### config.mk
export PLATFORM = sky130hd
export DESIGN_NAME = bcd_tick_counter
export DESIGN_NICKNAME = d
export VERILOG_FILES = /design/src/rtl/ls48_pkg.sv /design/src/rtl/bcd_digit.sv /design/src/rtl/bcd_tick_counter.sv
export SDC_FILE = /design/constraint.sdc
export NUM_CORES = 1
export LEC_CHECK = 0
export ABC_AREA = 1
export CAP_MARGIN = 20
export CORE_MARGIN = 2
export CORE_UTILIZATION = 45
export DETAILED_ROUTE_END_ITERATION = 10
export PLACE_DENSITY = 0.73
export SYNTH_ARGS = -nofsm -noshare
export SYNTH_HDL_FRONTEND = slang
export SYNTH_SLANG_ARGS = --single-unit
### constraint.sdc
create_clock -name clk_50M -period 2.1 [get_ports clk_50M]
set_input_delay 0.63 -clock clk_50M [delete_from_list [all_inputs] [get_ports clk_50M]]
set_output_delay 0.63 -clock clk_50M [all_outputs]
set_load 0.02 [all_outputs]
### src/rtl/ls48_pkg.sv
// rtl/ls48_pkg.sv - shared BCD constants, speed-select codes and nibble clamp helper
package ls48_pkg;

    localparam int BCD_W = 4;
    localparam logic [BCD_W-1:0] BCD_MAX = 4'd9;

    // speed_sel encodings: index into the edge-detect vector
    typedef enum logic [1:0] {
        SPEED_1HZ  = 2'd0,
        SPEED_2HZ  = 2'd1,
        SPEED_4HZ  = 2'd2,
        SPEED_10HZ = 2'd3
    } speed_e;

    // Force any nibble above 9 to 9 so a bad load can never produce a non-BCD digit
    function automatic logic [BCD_W-1:0] bcd_clamp(input logic [BCD_W-1:0] v);
        return (v > BCD_MAX) ? BCD_MAX : v;
    endfunction

endpackage

### src/rtl/bcd_digit.sv
// rtl/bcd_digit.sv - one BCD decade with clear, load and up/down step
//
// Ports:
//   clk, rst      : clock, synchronous active-high reset
//   en            : advance one step in direction dir this cycle
//   dir           : 1 = up, 0 = down
//   clr           : force digit to 0 (highest priority after rst)
//   ld, ld_val    : force digit to ld_val
//   max_digit     : roll-over point going up / reload value going down
//   digit         : current digit value
//   terminal      : digit is at max_digit (dir=1) or at 0 (dir=0)
module bcd_digit
    import ls48_pkg::*;
(
    input  logic             clk,
    input  logic             rst,
    input  logic             en,
    input  logic             dir,
    input  logic             clr,
    input  logic             ld,
    input  logic [BCD_W-1:0] ld_val,
    input  logic [BCD_W-1:0] max_digit,
    output logic [BCD_W-1:0] digit,
    output logic             terminal
);

    logic [BCD_W-1:0] digit_q;
    logic [BCD_W-1:0] digit_d;

    always_comb begin
        digit_d = digit_q;
        if (clr) begin
            digit_d = '0;
        end else if (ld) begin
            digit_d = ld_val;
        end else if (en) begin
            if (dir) begin
                // >= rather than == keeps a stray value from counting past the limit
                digit_d = (digit_q >= max_digit) ? '0 : digit_q + 4'd1;
            end else begin
                digit_d = (digit_q == '0) ? max_digit : digit_q - 4'd1;
            end
        end
    end

    always_ff @(posedge clk) begin
        if (rst) begin
            digit_q <= '0;
        end else begin
            digit_q <= digit_d;
        end
    end

    assign digit    = digit_q;
    assign terminal = dir ? (digit_q == max_digit) : (digit_q == '0);

endmodule

### src/rtl/bcd_tick_counter.sv
// rtl/bcd_tick_counter.sv - two-digit BCD up/down counter stepped by a selected divided clock
//
// Ports:
//   clk_50M, rst                      : system clock, synchronous active-high reset
//   clk_1hz/2hz/4hz/10hz              : divided clock levels, sampled as data
//   speed_sel                         : which divided clock steps the counter
//   run, dir, clear, load             : count enable, direction, clear to 00, load
//   load_tens, load_ones              : BCD value for load (clamped)
//   blink_en                          : allow blanking while paused
//   bcd_tens, bcd_ones                : digits to the LS48 decoders
//   tick, wrap                        : single-cycle step / wrap-around pulses
//   blank                             : 1 = blank the display
module bcd_tick_counter
    import ls48_pkg::*;
#(
    parameter int MAX_VAL        = 99,
    parameter int BLINK_ON_PAUSE = 1
) (
    input  logic             clk_50M,
    input  logic             rst,
    input  logic             clk_1hz,
    input  logic             clk_2hz,
    input  logic             clk_4hz,
    input  logic             clk_10hz,
    input  logic [1:0]       speed_sel,
    input  logic             run,
    input  logic             dir,
    input  logic             clear,
    input  logic             load,
    input  logic [BCD_W-1:0] load_tens,
    input  logic [BCD_W-1:0] load_ones,
    input  logic             blink_en,
    output logic [BCD_W-1:0] bcd_tens,
    output logic [BCD_W-1:0] bcd_ones,
    output logic             tick,
    output logic             wrap,
    output logic             blank
);

    localparam logic [BCD_W-1:0] MAX_TENS = BCD_W'(MAX_VAL / 10);
    localparam logic [BCD_W-1:0] MAX_ONES = BCD_W'(MAX_VAL % 10);

    logic [3:0] clk_lvl;
    logic [3:0] prev_q, prev_d;
    logic [3:0] edge_vec;
    logic       edge_sel;

    logic       tick_q, tick_d;
    logic       wrap_q, wrap_d;
    logic       blank_q, blank_d;

    logic       step, at_max, at_zero, up_wrap, dn_wrap;
    logic [BCD_W-1:0] clamp_tens, clamp_ones, ld_tens, ld_ones;
    logic       over_max;

    logic       digit_clr, digit_ld, ones_en, tens_en;
    logic [BCD_W-1:0] ones_ld_val, tens_ld_val;
    logic       ones_terminal, tens_terminal;

    // Bit order matches the speed_sel codes
    assign clk_lvl = {clk_10hz, clk_4hz, clk_2hz, clk_1hz};

    // Detect on all four sources, then select: switching speed_sel onto a
    // source that is already high sees its prev=1 and produces nothing.
    assign edge_vec = clk_lvl & ~prev_q;
    assign edge_sel = edge_vec[speed_sel];

    always_comb begin
        prev_d = clk_lvl;

        step    = run & edge_sel & ~clear & ~load;
        at_max  = (bcd_tens == MAX_TENS) && (bcd_ones == MAX_ONES);
        at_zero = (bcd_tens == '0) && (bcd_ones == '0);
        up_wrap = step & dir & at_max;
        dn_wrap = step & ~dir & at_zero;

        // Per-nibble BCD clamp first, then clamp the whole value to MAX_VAL
        clamp_tens = bcd_clamp(load_tens);
        clamp_ones = bcd_clamp(load_ones);
        over_max   = (clamp_tens > MAX_TENS) ||
                     ((clamp_tens == MAX_TENS) && (clamp_ones > MAX_ONES));
        ld_tens    = over_max ? MAX_TENS : clamp_tens;
        ld_ones    = over_max ? MAX_ONES : clamp_ones;

        // Both wraps are expressed as whole-value clear/load of the two digits,
        // so the digits only ever handle plain 0..9 stepping.
        digit_clr   = clear | up_wrap;
        digit_ld    = load | dn_wrap;
        tens_ld_val = dn_wrap ? MAX_TENS : ld_tens;
        ones_ld_val = dn_wrap ? MAX_ONES : ld_ones;
        ones_en     = step & ~up_wrap & ~dn_wrap;
        tens_en     = ones_en & ones_terminal;

        tick_d  = step;
        wrap_d  = up_wrap | dn_wrap;
        blank_d = (BLINK_ON_PAUSE != 0) & blink_en & ~run & clk_2hz;
    end

    always_ff @(posedge clk_50M) begin
        if (rst) begin
            // Load current levels so a source already high at release is not a tick
            prev_q  <= clk_lvl;
            tick_q  <= 1'b0;
            wrap_q  <= 1'b0;
            blank_q <= 1'b0;
        end else begin
            prev_q  <= prev_d;
            tick_q  <= tick_d;
            wrap_q  <= wrap_d;
            blank_q <= blank_d;
        end
    end

    bcd_digit u_ones (
        .clk       (clk_50M),
        .rst       (rst),
        .en        (ones_en),
        .dir       (dir),
        .clr       (digit_clr),
        .ld        (digit_ld),
        .ld_val    (ones_ld_val),
        .max_digit (BCD_MAX),
        .digit     (bcd_ones),
        .terminal  (ones_terminal)
    );

    bcd_digit u_tens (
        .clk       (clk_50M),
        .rst       (rst),
        .en        (tens_en),
        .dir       (dir),
        .clr       (digit_clr),
        .ld        (digit_ld),
        .ld_val    (tens_ld_val),
        .max_digit (BCD_MAX),
        .digit     (bcd_tens),
        .terminal  (tens_terminal)
    );

    assign tick  = tick_q;
    assign wrap  = wrap_q;
    assign blank = blank_q;

endmodule

==> flow_metrics.tcl <==
set metrics [dict create \
    p_per_area_nw_per_um2 423 \
    grt_pass1_wl_mm 5.39 \
    syn_area_per_cell_sq_um 6.93 \
    slowest_delay_ns 0.65 \
    power_uw 751 \
    area_delta_synth_final_pct 32.0 \
    clk_path_buf_depth 2 \
    rows 19 \
    cts_buffers 3 \
    dr.pass1.iters 4 \
    synth_warnings 0 \
    yosysUniqueCellTypes 30 \
    coreArea_sq_um 2810 \
    reg2reg_depth 12 \
    irDropWorstVdd_mv 0.293 \
    drcViolationCount 0 \
    drt-initial-drc-count 37 \
    reg2reg_to "u_tens.digit[3]$_SDFFE_PP0P_" \
    crit_chain "clkdlybuf4s50_1" \
    synth_fa_ha_area_share_pct 5.59 \
    cts_root_buf "clkbuf_4" \
    fin_nets 266 \
    synth_top_family_by_area "simple AND/OR/NAND/NOR gates" \
    track_usage_pct 19.7 \
    cts_tree "built" \
    rr_startpoint "u_tens.digit[0]$_SDFFE_PP0P_" \
    overflow 0 \
    synth-compound-area-share_pct 6.80 \
    cap_violations 0 \
    critical_path_class "reg -> out" \
    fmax_mhz 495 \
    worstSetupEndpoint "bcd_tens[1]" \
    synth_area_sq_um 1340 \
    h-tree-depth 1 \
    drive_above_1_share_pct 21.0 \
    ant_nets 0 \
    die_area_sq_um 3440 \
    min_period_ns 2.02 \
    cts_hold_buf 0 \
    num_io_pins 32 \
    final_util_pct 63.2 \
    ys_seq_elements 15 \
    worstHoldPathCells 3 \
    clk_latency_ns 0.28 \
    start_kind "register" \
    maxSlewViolCount 0 \
    dpl.hpwl_mm 2.66 \
    die_width_um 58.6 \
    finalHoldViolCount 0 \
    syn-num-nets 221 \
    port_buffers 31 \
    dp_cells 265 \
    total_leakage_power_uw 0.000804 \
    cp_num_buf_inv 1 \
    crit_start "u_tens.digit[1]$_SDFFE_PP0P_" \
    vias 1375 \
    antenna_found_initial 0 \
    setup_viol 0 \
    worst_pin_slew_ns 0.294 \
    maxSlewHeadroom_pct 80.2 \
    first_global_vias 1327 \
    cts_sinks 15 \
    yosys.area_share.simple_pct 52.5 \
    synthXorXnorAreaFrac_pct 1.96 \
    synth.area.mux_share_pct 0 \
    grt_start_max_net_pins 11 \
    min_path_type "reg -> reg" \
    ys_seq_area_share_pct 22.3 \
    initial_core_util_pct 47.9 \
    cp.depth 1 \
    clk_pin_slew_ns 0.09 \
    finalNonFillerCells 269 \
    wl_mm 3.07 \
    grt_setup_unrepaired "false" \
    final_cell_mix "nand2_1, clkdlybuf4s50_1, nor2_1" \
    critPathArrivalTime_ns 1.39 \
    synth_cells 194 \
    routed_via_density 5.11 \
    cp_slowest_cell "clkdlybuf4s50_1" \
    fin_skew_ns 0.00301 \
    gp_congestion 0.866 \
    wl_per_cell_um 11.4 \
    timing.final.crit_share_pct 96.2 \
    critPathRequiredTime_ns 1.47 \
    diodes 0 \
    status "finished clean" \
    endpoint_kind "output port" \
    path_max_fanout 7 \
    path_delay_family "buffers and inverters" \
    reg2reg_slack_ns 0.26 \
    die_height_um 58.6 \
    final_common_cell "nand2_1" \
]
-- what timing repair did --
item,CTS,global route
gates resized for setup,0,1
endpoints found under the setup margin,0,1
setup buffers,0,0
-- state kept, by name, summed over array words and instances (netlist names) --
signal,count
blank,1
prev_q,4
u_ones.digit,4
u_tens.digit,4
wrap,1
tick,1
-- worst min-delay path by stage --
stage                                            start                      endpoint  slack (ns)
after floorplan           u_ones.digit[3]$_SDFFE_PP0P_  u_ones.digit[3]$_SDFFE_PP0P_        0.63
after global placement    u_ones.digit[3]$_SDFFE_PP0P_  u_ones.digit[3]$_SDFFE_PP0P_        0.64
after detailed placement  u_ones.digit[3]$_SDFFE_PP0P_  u_ones.digit[3]$_SDFFE_PP0P_        0.66
after CTS                 u_ones.digit[3]$_SDFFE_PP0P_  u_ones.digit[3]$_SDFFE_PP0P_        0.67
after global routing      u_ones.digit[3]$_SDFFE_PP0P_  u_ones.digit[3]$_SDFFE_PP0P_        0.72
final                     u_ones.digit[3]$_SDFFE_PP0P_  u_ones.digit[3]$_SDFFE_PP0P_        0.67
-- kinds of logic (layout without fill, tap and decap cells) --
group,count (synthesis),count (layout)
buf+inv,30,74
flops,15,15
simple gates,124,124
fa+ha+maj,6,6
xor+xnor,3,3
compound gates,16,16
-- routing by layer --
layer	part of all wire [%]	up-vias	wire, um	global-route usage, %
met5	0	-	0	0
met3	4.7	2	145	1.76
met2	49	38	1500	35.5
met4	0.65	0	20	4.87
li1	-	714	-	-
met1	46	621	1400	25.3
-- synthesized netlist by cell type --
cell,count,share of area [%]
dfxtp_1,15,22
nor2_1,29,8.1
o21a_1,1,0.56
inv_4,1,0.47
nand3b_1,4,2.2
nand2_2,4,1.9
nor2_2,3,1.4
inv_1,15,4.2
nand2_4,2,1.7
a21oi_2,1,0.65
nor2_8,2,3.0
nor3_1,2,0.74
nand4_4,2,3.2
buf_6,2,1.7
nand3_4,3,3.9
o21ai_0,11,4.1
nor2_4,4,3.4
clkbuf_8,1,1.0
nand3_1,28,10
o211ai_1,1,0.56
inv_6,1,0.65
ha_1,6,5.6
nand4_1,4,1.9
inv_2,10,2.8
o31ai_1,1,0.56
nand3_2,1,0.74
xor2_1,2,1.3
a21oi_1,1,0.37
nand2_1,36,10
xnor2_1,1,0.65
-- per-stage QoR --
stage	setup TNS [ns]	hold WS, ns	setup slack, ns	area (sq um)
2_1_floorplan	0	0.625	0.315	1340
3_3_place_gp	-0.121	0.645	-0.0348	1750
3_5_place_dp	-0.560	0.657	-0.0892	1750
4_1_cts	0	0.674	0.0255	1770
5_1_grt	0	0.715	0.0288	1770
6_report	0	0.668	0.0792	1770
-- power by group --
part	switching [uW]	internal, uW	total, uW
clock	92.6	73.6	166
sequential	11.8	297	309
combinational	150	126	276
total	255	496	751
-- layout make-up --
| class | instances | area [sq um] |
|---|---|---|
| clock buffers | 4 | 26.3 |
| fillers | 254 | 1030 |
| multi-input cells | 149 | 898 |
| repair buffers | 43 | 400 |
| inverters | 27 | 109 |
| well taps | 31 | 38.8 |
| flip-flops and latches | 15 | 302 |
Note: power is estimated with default switching activity, not from simulation.
==> patch, RTL diff (config.mk and constraints unchanged) <==
Add an input register stage for `load_tens`, without a reset; this delays it by one clock. The other inputs are not delayed to match.
--- a/src/rtl/bcd_tick_counter.sv
+++ b/src/rtl/bcd_tick_counter.sv
@@ -40,6 +40,12 @@
     localparam logic [BCD_W-1:0] MAX_TENS = BCD_W'(MAX_VAL / 10);
     localparam logic [BCD_W-1:0] MAX_ONES = BCD_W'(MAX_VAL % 10);
 
+    logic [BCD_W-1:0] load_tens_q;
+
+    always_ff @(posedge clk_50M) begin
+        load_tens_q <= load_tens;
+    end
+
     logic [3:0] clk_lvl;
     logic [3:0] prev_q, prev_d;
     logic [3:0] edge_vec;
@@ -75,7 +81,7 @@
         dn_wrap = step & ~dir & at_zero;
 
         // Per-nibble BCD clamp first, then clamp the whole value to MAX_VAL
-        clamp_tens = bcd_clamp(load_tens);
+        clamp_tens = bcd_clamp(load_tens_q);
         clamp_ones = bcd_clamp(load_ones);
         over_max   = (clamp_tens > MAX_TENS) ||
                      ((clamp_tens == MAX_TENS) && (clamp_ones > MAX_ONES));
Function: changed (a bounded check fails within 4 cycles, from zero or initial values and one cycle with rst high).
==> patch against the unedited design <==
Setup slack worse by 27 ps; sequential share of layout area up 5.7 points; synthesized area decreased by 7.0%; count of clock-buffer cells in the layout stayed put; final area down 4.4%; sequential cell count is 4 higher; wire length is 6.9% lower; power up 7.8%; critical path type unchanged; highest routed layer unchanged.
==> patch: results (changes against the unedited design) <==
[timing]
whs_ps=529  ; -139 ps
clock_skew_ps=2.45  ; -0.556 ps
worst_pin_slew_ps=295  ; +1.14 ps

[setup_path]
reg2reg_depth=11  ; -1
crit_path_max_incr_delay_ps=650  ; about the same
r2r_end=u_ones.digit[2]$_SDFFE_PP0P_
cp_data_arrival_time_ps=1420  ; +30 ps
r2r_slack_ps=310  ; +50 ps
critical_path.top_delay_family=buffers and inverters
startpoint=u_tens.digit[0]$_SDFFE_PP0P_
crit_end=bcd_tens[0]
worstPathMaxFanout=7  ; unchanged
r2r-start=u_tens.digit[0]$_SDFFE_PP0P_

[cells_and_area]
layout-drive-gt1-share_pct=18.5  ; -2.5 points
layout.nets=255  ; -4.1%
fillers=252  ; -0.79%
antenna_cells=0  ; unchanged

[global_route]
grt_use_total_pct=19.4  ; -0.32 points
grt_max_degree=12  ; +1
grt_pass1_wl_mm=4.97  ; -7.7%
antenna_found_initial=0  ; unchanged
grt_pass1_vias=1243  ; -6.3%

[hold_path]
holdPathStages=2  ; -1
worstHoldEndpoint=u_ones.digit[0]$_SDFFE_PP0P_
hp-start=u_ones.digit[0]$_SDFFE_PP0P_

[power]
p_sw_share_pct=30.6  ; -3.3 points
leakagePower_nw=0.767  ; -4.5%
ir_drop_v=0.000458  ; +57%

[synthesis]
synth.net_count=211  ; -4.5%
ys_seq_area_share_pct=30.4  ; +8.1 points
synth_ff_type=dfxtp_1
yosys.area_share.xor_xnor_pct=2.10  ; +0.15 points
synth_compound_area_share_pct=8.81  ; +2.0 points
synth_cells=184  ; -5.2%
synth-adder-area-share_pct=6.01  ; +0.42 points
ys_types=27  ; -10%
async_flop_share_pct=0  ; unchanged
synthTopCellsByArea=dfxtp_1, nand2_1, nand3_1
muxShareOfSynthArea_pct=0  ; unchanged
synth.top_cells.by_count=nand2_1, nand3_1, nor2_1

[cts]
path_clk_slew_ps=100
ctsHtreeMaxLevel=1  ; unchanged
clock_tree.root_cell=clkbuf_4
clock_path_buffers=2  ; unchanged
clk_latency_ps=300  ; +20 ps

[outcome]
status=finished, final reports clean

[placement]
gp_congestion=0.952  ; +9.9%
place_inst=254  ; -4.2%
portBuffers=31  ; unchanged
dpl.hpwl_mm=2.38  ; -10%

[detailed_routing]
wl_per_cell_um=11.1  ; -2.9%
via_per_inst=5.13  ; +0.32%
drtIter0Drc=36  ; -2.7%
vias=1323  ; -3.8%
firstDrtPassIters=4  ; unchanged

==> patch: cell types whose count changed after synthesis, moves of 4 or more <==
cell / before / now
a21oi_1: 1 / 6
nor2_1: 29 / 24
nand3_1: 28 / 24
inv_2: 10 / 5
dfxtp_1: 15 / 19
==> patch: layout make-up <==
class	instances	area, um^2	share of cell area [%]
clock buffers	4	26.3	1.55
multi-input cells	140	771	45.5
well taps	31	38.8	2.29
flip-flops and latches	19	384	22.7
inverters	23	87.6	5.17
repair buffers	41	388	22.9
==> patch: power groups by stage <==
stage                     Sequential, W  Combinational [W]  Clock (W)
after floorplan                0.000407           0.000124          0
after global placement         0.000400           0.000224          0
after detailed placement       0.000400           0.000230          0
after CTS                      0.000392           0.000231   0.000192
after global routing           0.000396           0.000257   0.000206
final                          0.000393           0.000231   0.000186
==> patch: stage by stage <==
step	utilization, %	setup slack (ps)	instance area, um^2
floorplan	-	487	1250
global placement	61.9	-109	1660
detailed placement	61.9	-179	1660
CTS	62.9	0.903	1690
global route	63.1	9.35	1700
finish	63.1	52.5	1700
==> patch: timing repair <==
item | in CTS | in global routing
gates resized for setup | 1 | 3
endpoints found under the setup margin | 1 | 3
pin swaps | 0 | 0
hold endpoints to repair | 0 | 0
==> patch: per-layer routing <==
metal / vias up / track usage (%) / routed length, um
met2: 41 / 33.4 / 1380
li1: 681 / - / -
met4: 0 / 9.86 / 59
met5: - / 0 / 0
met1: 593 / 23.8 / 1280
met3: 8 / 1.61 / 133
==> patch: cell families after synthesis <==
family                   Yosys count
buffers and inverters             25
AO/OA/AOI/OAI                     21
AND/OR/NAND/NOR                  110
XOR/XNOR                           3
adder cells (fa/ha/maj)            6
flip-flops                        19
